## src/rtl/program_loader.sv

```systemverilog
`default_nettype none
// ============================================================================
// Module      : program_loader
// Description : Streams a program into instruction memory one byte at a time.
//               Bytes are packed big-endian into 32-bit words, and each word
//               is written at a PC-format byte address. The processor core is
//               held in reset until a load completes cleanly.
// Config      : LOADER_CHECKSUM_EN - when defined, one extra byte follows the
//               program. It must equal the XOR of all program bytes, or the
//               load ends in ERR.
// Ports       : ProgramLoader_CLK/RST       clock, sync active-high reset
//               ProgramLoader_Start/Length  load request, word count (8b)
//               ProgramLoader_ByteIn/Valid  byte stream in
//               ProgramLoader_ByteReady     loader accepts a byte this edge
//               ProgramLoader_WE/Addr/WD    instruction-memory write port
//               ProgramLoader_CpuRST        core reset, low only when DONE
//               ProgramLoader_Busy/Done/Error  status
// Revision    : 1.0 - initial release
// ============================================================================
module program_loader #(
  parameter int WIDTH = 32,
  parameter int DEPTH = 100
) (
  input  logic             ProgramLoader_CLK,
  input  logic             ProgramLoader_RST,
  input  logic             ProgramLoader_Start,
  input  logic [7:0]       ProgramLoader_Length,
  input  logic [7:0]       ProgramLoader_ByteIn,
  input  logic             ProgramLoader_ByteValid,
  output logic             ProgramLoader_ByteReady,
  output logic             ProgramLoader_WE,
  output logic [31:0]      ProgramLoader_Addr,
  output logic [WIDTH-1:0] ProgramLoader_WD,
  output logic             ProgramLoader_CpuRST,
  output logic             ProgramLoader_Busy,
  output logic             ProgramLoader_Done,
  output logic             ProgramLoader_Error
);

  typedef enum logic [2:0] {
    S_IDLE  = 3'd0,
    S_RECV  = 3'd1,
    S_WRITE = 3'd2,
`ifdef LOADER_CHECKSUM_EN
    S_CHECK = 3'd3,
`endif
    S_DONE  = 3'd4,
    S_ERR   = 3'd5
  } state_t;

  state_t           state_q;
  logic [7:0]       len_q;
  logic [7:0]       idx_q;
  logic [1:0]       cnt_q;
  logic [WIDTH-1:0] word_q;
`ifdef LOADER_CHECKSUM_EN
  logic [7:0]       csum_q;
`endif

  // ByteReady is registered, so a byte is taken on the edge where the
  // already-visible ready and the source's valid coincide.
  logic             accept_d;
  logic [WIDTH-1:0] word_d;
  logic [31:0]      len_ext_d;
  logic             len_bad_d;
  logic [7:0]       idx_next_d;
  logic             last_d;

  assign accept_d   = ProgramLoader_ByteValid & ProgramLoader_ByteReady;
  assign word_d     = {word_q[WIDTH-9:0], ProgramLoader_ByteIn};
  assign len_ext_d  = {24'd0, ProgramLoader_Length};
  assign len_bad_d  = (ProgramLoader_Length == 8'd0) || (len_ext_d > 32'(DEPTH));
  assign idx_next_d = idx_q + 8'd1;
  assign last_d     = (idx_next_d == len_q);

  always_ff @(posedge ProgramLoader_CLK) begin
    if (ProgramLoader_RST) begin
      state_q                 <= S_IDLE;
      len_q                   <= 8'd0;
      idx_q                   <= 8'd0;
      cnt_q                   <= 2'd0;
      word_q                  <= '0;
`ifdef LOADER_CHECKSUM_EN
      csum_q                  <= 8'd0;
`endif
      ProgramLoader_ByteReady <= 1'b0;
      ProgramLoader_WE        <= 1'b0;
      ProgramLoader_Addr      <= 32'd0;
      ProgramLoader_WD        <= '0;
      ProgramLoader_CpuRST    <= 1'b1;
      ProgramLoader_Busy      <= 1'b0;
      ProgramLoader_Done      <= 1'b0;
      ProgramLoader_Error     <= 1'b0;
    end else begin
      case (state_q)
        // DONE and ERR react to Start exactly like IDLE, so a new load can
        // follow without an intervening reset.
        S_IDLE, S_DONE, S_ERR: begin
          if (ProgramLoader_Start) begin
            ProgramLoader_CpuRST <= 1'b1;
            ProgramLoader_Done   <= 1'b0;
            if (len_bad_d) begin
              state_q                 <= S_ERR;
              ProgramLoader_Error     <= 1'b1;
              ProgramLoader_Busy      <= 1'b0;
              ProgramLoader_ByteReady <= 1'b0;
            end else begin
              state_q                 <= S_RECV;
              len_q                   <= ProgramLoader_Length;
              idx_q                   <= 8'd0;
              cnt_q                   <= 2'd0;
`ifdef LOADER_CHECKSUM_EN
              csum_q                  <= 8'd0;
`endif
              ProgramLoader_Error     <= 1'b0;
              ProgramLoader_Busy      <= 1'b1;
              ProgramLoader_ByteReady <= 1'b1;
            end
          end
        end

        S_RECV: begin
          if (accept_d) begin
            word_q <= word_d;
            cnt_q  <= cnt_q + 2'd1;
`ifdef LOADER_CHECKSUM_EN
            csum_q <= csum_q ^ ProgramLoader_ByteIn;
`endif
            if (cnt_q == 2'd3) begin
              state_q                 <= S_WRITE;
              ProgramLoader_ByteReady <= 1'b0;
              ProgramLoader_WE        <= 1'b1;
              ProgramLoader_Addr      <= {22'd0, idx_q, 2'b00};
              ProgramLoader_WD        <= word_d;
            end
          end
        end

        S_WRITE: begin
          ProgramLoader_WE <= 1'b0;
          if (last_d) begin
            // Index is left at the final word so it never reaches DEPTH.
`ifdef LOADER_CHECKSUM_EN
            state_q                 <= S_CHECK;
            ProgramLoader_ByteReady <= 1'b1;
`else
            state_q                 <= S_DONE;
            ProgramLoader_Busy      <= 1'b0;
            ProgramLoader_Done      <= 1'b1;
            ProgramLoader_CpuRST    <= 1'b0;
`endif
          end else begin
            idx_q                   <= idx_next_d;
            state_q                 <= S_RECV;
            ProgramLoader_ByteReady <= 1'b1;
          end
        end

`ifdef LOADER_CHECKSUM_EN
        S_CHECK: begin
          if (accept_d) begin
            ProgramLoader_ByteReady <= 1'b0;
            ProgramLoader_Busy      <= 1'b0;
            if (ProgramLoader_ByteIn == csum_q) begin
              state_q              <= S_DONE;
              ProgramLoader_Done   <= 1'b1;
              ProgramLoader_CpuRST <= 1'b0;
            end else begin
              state_q             <= S_ERR;
              ProgramLoader_Error <= 1'b1;
            end
          end
        end
`endif

        default: begin
          state_q                 <= S_IDLE;
          ProgramLoader_ByteReady <= 1'b0;
          ProgramLoader_WE        <= 1'b0;
          ProgramLoader_Busy      <= 1'b0;
          ProgramLoader_Done      <= 1'b0;
          ProgramLoader_Error     <= 1'b0;
          ProgramLoader_CpuRST    <= 1'b1;
        end
      endcase
    end
  end

endmodule
`default_nettype wire

```

## config.mk

```make
export PLATFORM = sky130hd
export DESIGN_NAME = program_loader
export DESIGN_NICKNAME = d
export VERILOG_FILES = /design/src/rtl/program_loader.sv
export SDC_FILE = /design/constraint.sdc
export NUM_CORES = 1
export LEC_CHECK = 0
export ABC_AREA = 1
export CAP_MARGIN = 20
export CORE_ASPECT_RATIO = 0.6
export CORE_MARGIN = 8
export CORE_UTILIZATION = 45
export CTS_CLUSTER_SIZE = 8
export DETAILED_ROUTE_END_ITERATION = 16
export PLACE_DENSITY = 0.85
export SLEW_MARGIN = 20
export SYNTH_ARGS = -nofsm -noshare
export SYNTH_HDL_FRONTEND = slang
export SYNTH_SLANG_ARGS = --single-unit
export TNS_END_PERCENT = 5
```

## constraint.sdc

```tcl
create_clock -name ProgramLoader_CLK -period 1.9 [get_ports ProgramLoader_CLK]
set_clock_uncertainty 0.1 [all_clocks]
set_input_delay 0.57 -clock ProgramLoader_CLK [delete_from_list [all_inputs] [get_ports ProgramLoader_CLK]]
set_output_delay 0.57 -clock ProgramLoader_CLK [all_outputs]
set_load 0.02 [all_outputs]
```

== After elaboration in Yosys (flattened, before gate mapping) ==
Index checks and enable logic that the tools add are counted.
Word-level totals
  flip-flop bits (word level): 91
  output and inout port bits: 70
Cells by class
  equal/unequal tests: 12
  order comparisons: 1
  reduce and logical (&&, ||, !) cells: 17
  add/sub/neg operators: 2
  bitwise gates (word level): 5
  muxes and demuxes: 33
Operator list (count)
  two-way mux 8 bit: 3
  case mux 8 bit (2 select lines): 1
  two-way mux 3 bit: 5
  AND reduction 3 bit: 5
  two-way mux 1 bit: 13
  != test 2 bit, second input constant: 6
  case mux 1 bit (3 select lines): 4
  AND reduction 4 bit: 3
  case mux 3 bit (3 select lines): 1
  adder 8 x 1 -> 8 bit, second input constant: 1
  equality test 8 bit: 1
  > comparator 8 x 7 -> 1 bit, second input constant: 1
  logical NOT 8 bit: 1
  equality test 3 bit, second input constant: 2
  two-way mux 2 bit: 3
  inverter 1 bit: 4
  case mux 1 bit (2 select lines): 2
  case mux 2 bit (2 select lines): 1
  AND reduction 2 bit: 2
  nonzero test 2 bit: 2
  equality test 3 x 1 -> 1 bit, second input constant: 1
  equality test 3 x 2 -> 1 bit, second input constant: 1
  logical NOT 3 bit: 1
  OR reduction 3 bit: 1
  5 further kinds: 5

== Depth between registers and ports, before layout ==
  depth after elaboration: 5
  depth in mapped cells: 13

== Worst setup path before layout ==
No wires, ideal clock.
  path type: reg-to-reg
  start point: reg idx_q[0]
  end point: reg idx_q[0]
  period minus slack after synthesis: 1.833 ns
  setup time: 0.110 ns
  arrival time: 1.623 ns
  data required time: 1.690 ns
  path buffers: 0
  stages on the path, launching flop included: 12
  setup slack: 0.067 ns
  path through: dfxtp_1 ha_1 nand3_1 nand2_1 nand2_1 xor2_1 nor2_2 nand4_2 nand3_2 nand2_1 inv_1 nor2_2
Between the ends
  word-level cells in the longest chain between the ends: 4
RTL lines
  start: declaration: RTL line 53  | logic [7:0] idx_q;
  start signal: assignment: RTL line 153  | idx_q <= idx_next_d;
  adder 8 x 1 -> 8 bit (*): RTL line 73  | assign idx_next_d = idx_q + 8'd1;
  equality test 8 bit: RTL line 74  | assign last_d = (idx_next_d == len_q);
  != test 2 bit (no source line)
  AND reduction 4 bit (no source line)
Mark *: on every way between the ends. The rest lies on a longest branch, timed or not. The select of a mux whose other input is x is not followed.
A chain may end at the register's enable or synchronous reset.

== Worst setup path in the final report ==
Ends and elaborated chain as after synthesis.

==> flow_summary.ini <==
[outcome]
status = finished, violations left
failed_checks = setup timing

[job]
cap_violations = 0

[clocking]
clk_pin_slew_ps = 60
clk-insertion-delay-late_ps = 340
cts_buffer_depth = 2
cts_tree = yes
ctsRootBufferMaster = clkbuf_16
ctsHoldBuffers = 0
htree_levels = 3
cts_made_buffers = 9
cts.sinks = 91

[critical_path]
worstPathMaxFanout = 8
path_class = reg -> reg
r2r_setup_slack_ps = -30
cp-end-kind = flop
startpoint_type = flop
crit_required_ps = 2080
arrival_ps = 2110

[logic_synthesis]
synth.avg_cell_area_sq_um = 7.35
ys_warn_count = 0
synth_top_area_cell = dfxtp_1
synth_cell_types = 29
netlist_area_sq_um = 3900
yosys.area.top_type_share = 0.467
synthCells = 530
synth.ff_latch_count = 91
synthTopCellsByArea = dfxtp_1 47%, nand2_1 11%, nor2_1 7.2%
ys_seq_area_frac = 0.467

[floorplanning]
coreArea_sq_um = 8460
initial_utilization = 0.461
dieArea_sq_um = 12000
die-height_um = 88.1
rows = 26
fp.dieW_um = 136
io_pins = 90

[timing]
period_share = 1.02
setup_viol = 5
fmax_mhz = 518
drv_slew = 0
final_hold_viol_count = 0
fin_tns_setup_ps = -75.2
rsz0062_at_grt = yes
setup_slack_ps = -30.9
fin_crit_ps = 1930

[routing]
dr.pass1.iters = 5
ant_nets = 0
drc_errors = 0
via_per_inst = 5.00
drt_iter0_markers = 214
wl_per_cell_um = 14.2
drt-total-wl_mm = 10.6
vias = 3707

[pwr]
fin_total_pwr_mw = 5.30
cellLeakagePower_nw = 2.60
p_per_area_nw_per_um2 = 1000
irDropWorstVdd_mv = 0.441

[hold_path]
hp-class = reg -> reg

[cells_and_area]
multi_input_area_sq_um = 1840
drive_gt1_frac = 0.176
register_area_sq_um = 1830
final_cell_mix = 109 x nand2_1, 85 x dfxtp_1, 73 x nor2_1
nNetsFinal = 647
syn_to_final_growth_pct = 35.8
num_antenna_cells = 0
n_fill_cell = 766
layout_commonest_cell = nand2_1

[placement]
gp_congestion = 0.801
dp_hpwl_mm = 7.78
pre_cts_ws_ps = -395
io_buffers = 65

[global_route]
overflow = 0
antenna_found_initial = 0
grt.total_usage = 0.175
grt_pass1_wl_mm = 16.7
grt_max_degree = 47
first_global_vias = 3536
## cell type report
type	count	share of cell area
Tap cell	112	0.0265
Clock buffer	11	0.0440
Clock inverter	5	0.0147
Multi-Input combinational cell	376	0.349
Timing Repair Buffer	110	0.194
Sequential cell	91	0.346
Inverter	37	0.0262
## flip-flops by register name, indices dropped and copies added, names as in the netlist
name	count
ProgramLoader_Error	1
ProgramLoader_Done	1
ProgramLoader_Addr	8
len_q	8
ProgramLoader_ByteReady	1
state_q	3
ProgramLoader_Busy	1
ProgramLoader_CpuRST	1
idx_q	8
ProgramLoader_WD	32
cnt_q	2
word_q	24
ProgramLoader_WE	1
## metrics by stage
stage	utilization	cells	hold slack, ps	area (sq um)
final	0.626	742	361	5290
after global routing	0.626	742	384	5290
after CTS	0.605	739	359	5120
after detailed placement	0.575	723	342	4860
after global placement	0.575	723	348	4860
after floorplan	-	553	330	3980
## path summary, 6_finish.rpt
| kind | to | cells past startpoint | startpoint |
|---|---|---|---|
| hold / removal | ProgramLoader_Done$_SDFFE_PP0P_ | 2 | ProgramLoader_Done$_SDFFE_PP0P_ |
| hold reg to reg | ProgramLoader_Done$_SDFFE_PP0P_ | 2 | ProgramLoader_Done$_SDFFE_PP0P_ |
| setup reg to reg | idx_q[0]$_SDFFE_PP0P_ | 14 | idx_q[0]$_SDFFE_PP0P_ |
| setup / recovery | idx_q[0]$_SDFFE_PP0P_ | 14 | idx_q[0]$_SDFFE_PP0P_ |
## synthesized netlist by cell type (all sizes together)
cell type	instances
nor3	3
a211oi	2
xnor2	1
a31oi	1
ha	2
nor2	91
nand3	42
dfxtp	91
nand4	12
clkbuf	16
nand2	122
inv	37
o21ai	49
a21oi	24
nor4	1
conb	1
xor2	2
buf	33
## cell families (layout without fill, tap and decap cells)
family | count (synthesis) | after routing | synth area share
simple gates | 271 | 271 | 0.305
flops | 91 | 91 | 0.467
buf+inv | 86 | 163 | 0.113
compound gates | 76 | 76 | 0.100
xor+xnor | 3 | 3 | 0.00674
fa+ha+maj | 2 | 2 | 0.00642
other cells | 1 | 24 | 0.000962
## metal layers
| layer | track usage | vias to the layer above | share of wire |
|---|---|---|---|
| met5 | 0 | - | 0 |
| met4 | 0.0515 | 0 | 0.0096 |
| met3 | 0.0596 | 13 | 0.080 |
| met2 | 0.270 | 145 | 0.45 |
| met1 | 0.226 | 1708 | 0.46 |
| li1 | - | 1841 | - |
## critical path: stages, from the launching register on
cell     delay, ps
dfxtp_2        340
ha_4           170
buf_4          140
inv_2           50
nand2_2         70
nand2_1         70
nand2_1         70
nand2_2         70
nand3_2         80
nor2_4         150
nand4_4        130
buf_6          180
nand4_1         70
nand2_1         70
nor2_2         110
## what timing repair did
item | 4_1_cts | 5_1_grt
pin swaps | 0 | 15
cloned | 0 | 0
gates resized for setup | 46 | 43
endpoints found under the setup margin | 59 | 28
buffers inserted | 0 | 3
## report_power, final
group          switching [mW]  internal, mW  total (mW)
registers               0.119          2.04        2.16
clock network           0.722          1.15        1.87
logic                   0.770         0.495        1.27
total                    1.61          3.68        5.30
(Power assumes the default switching activity.)
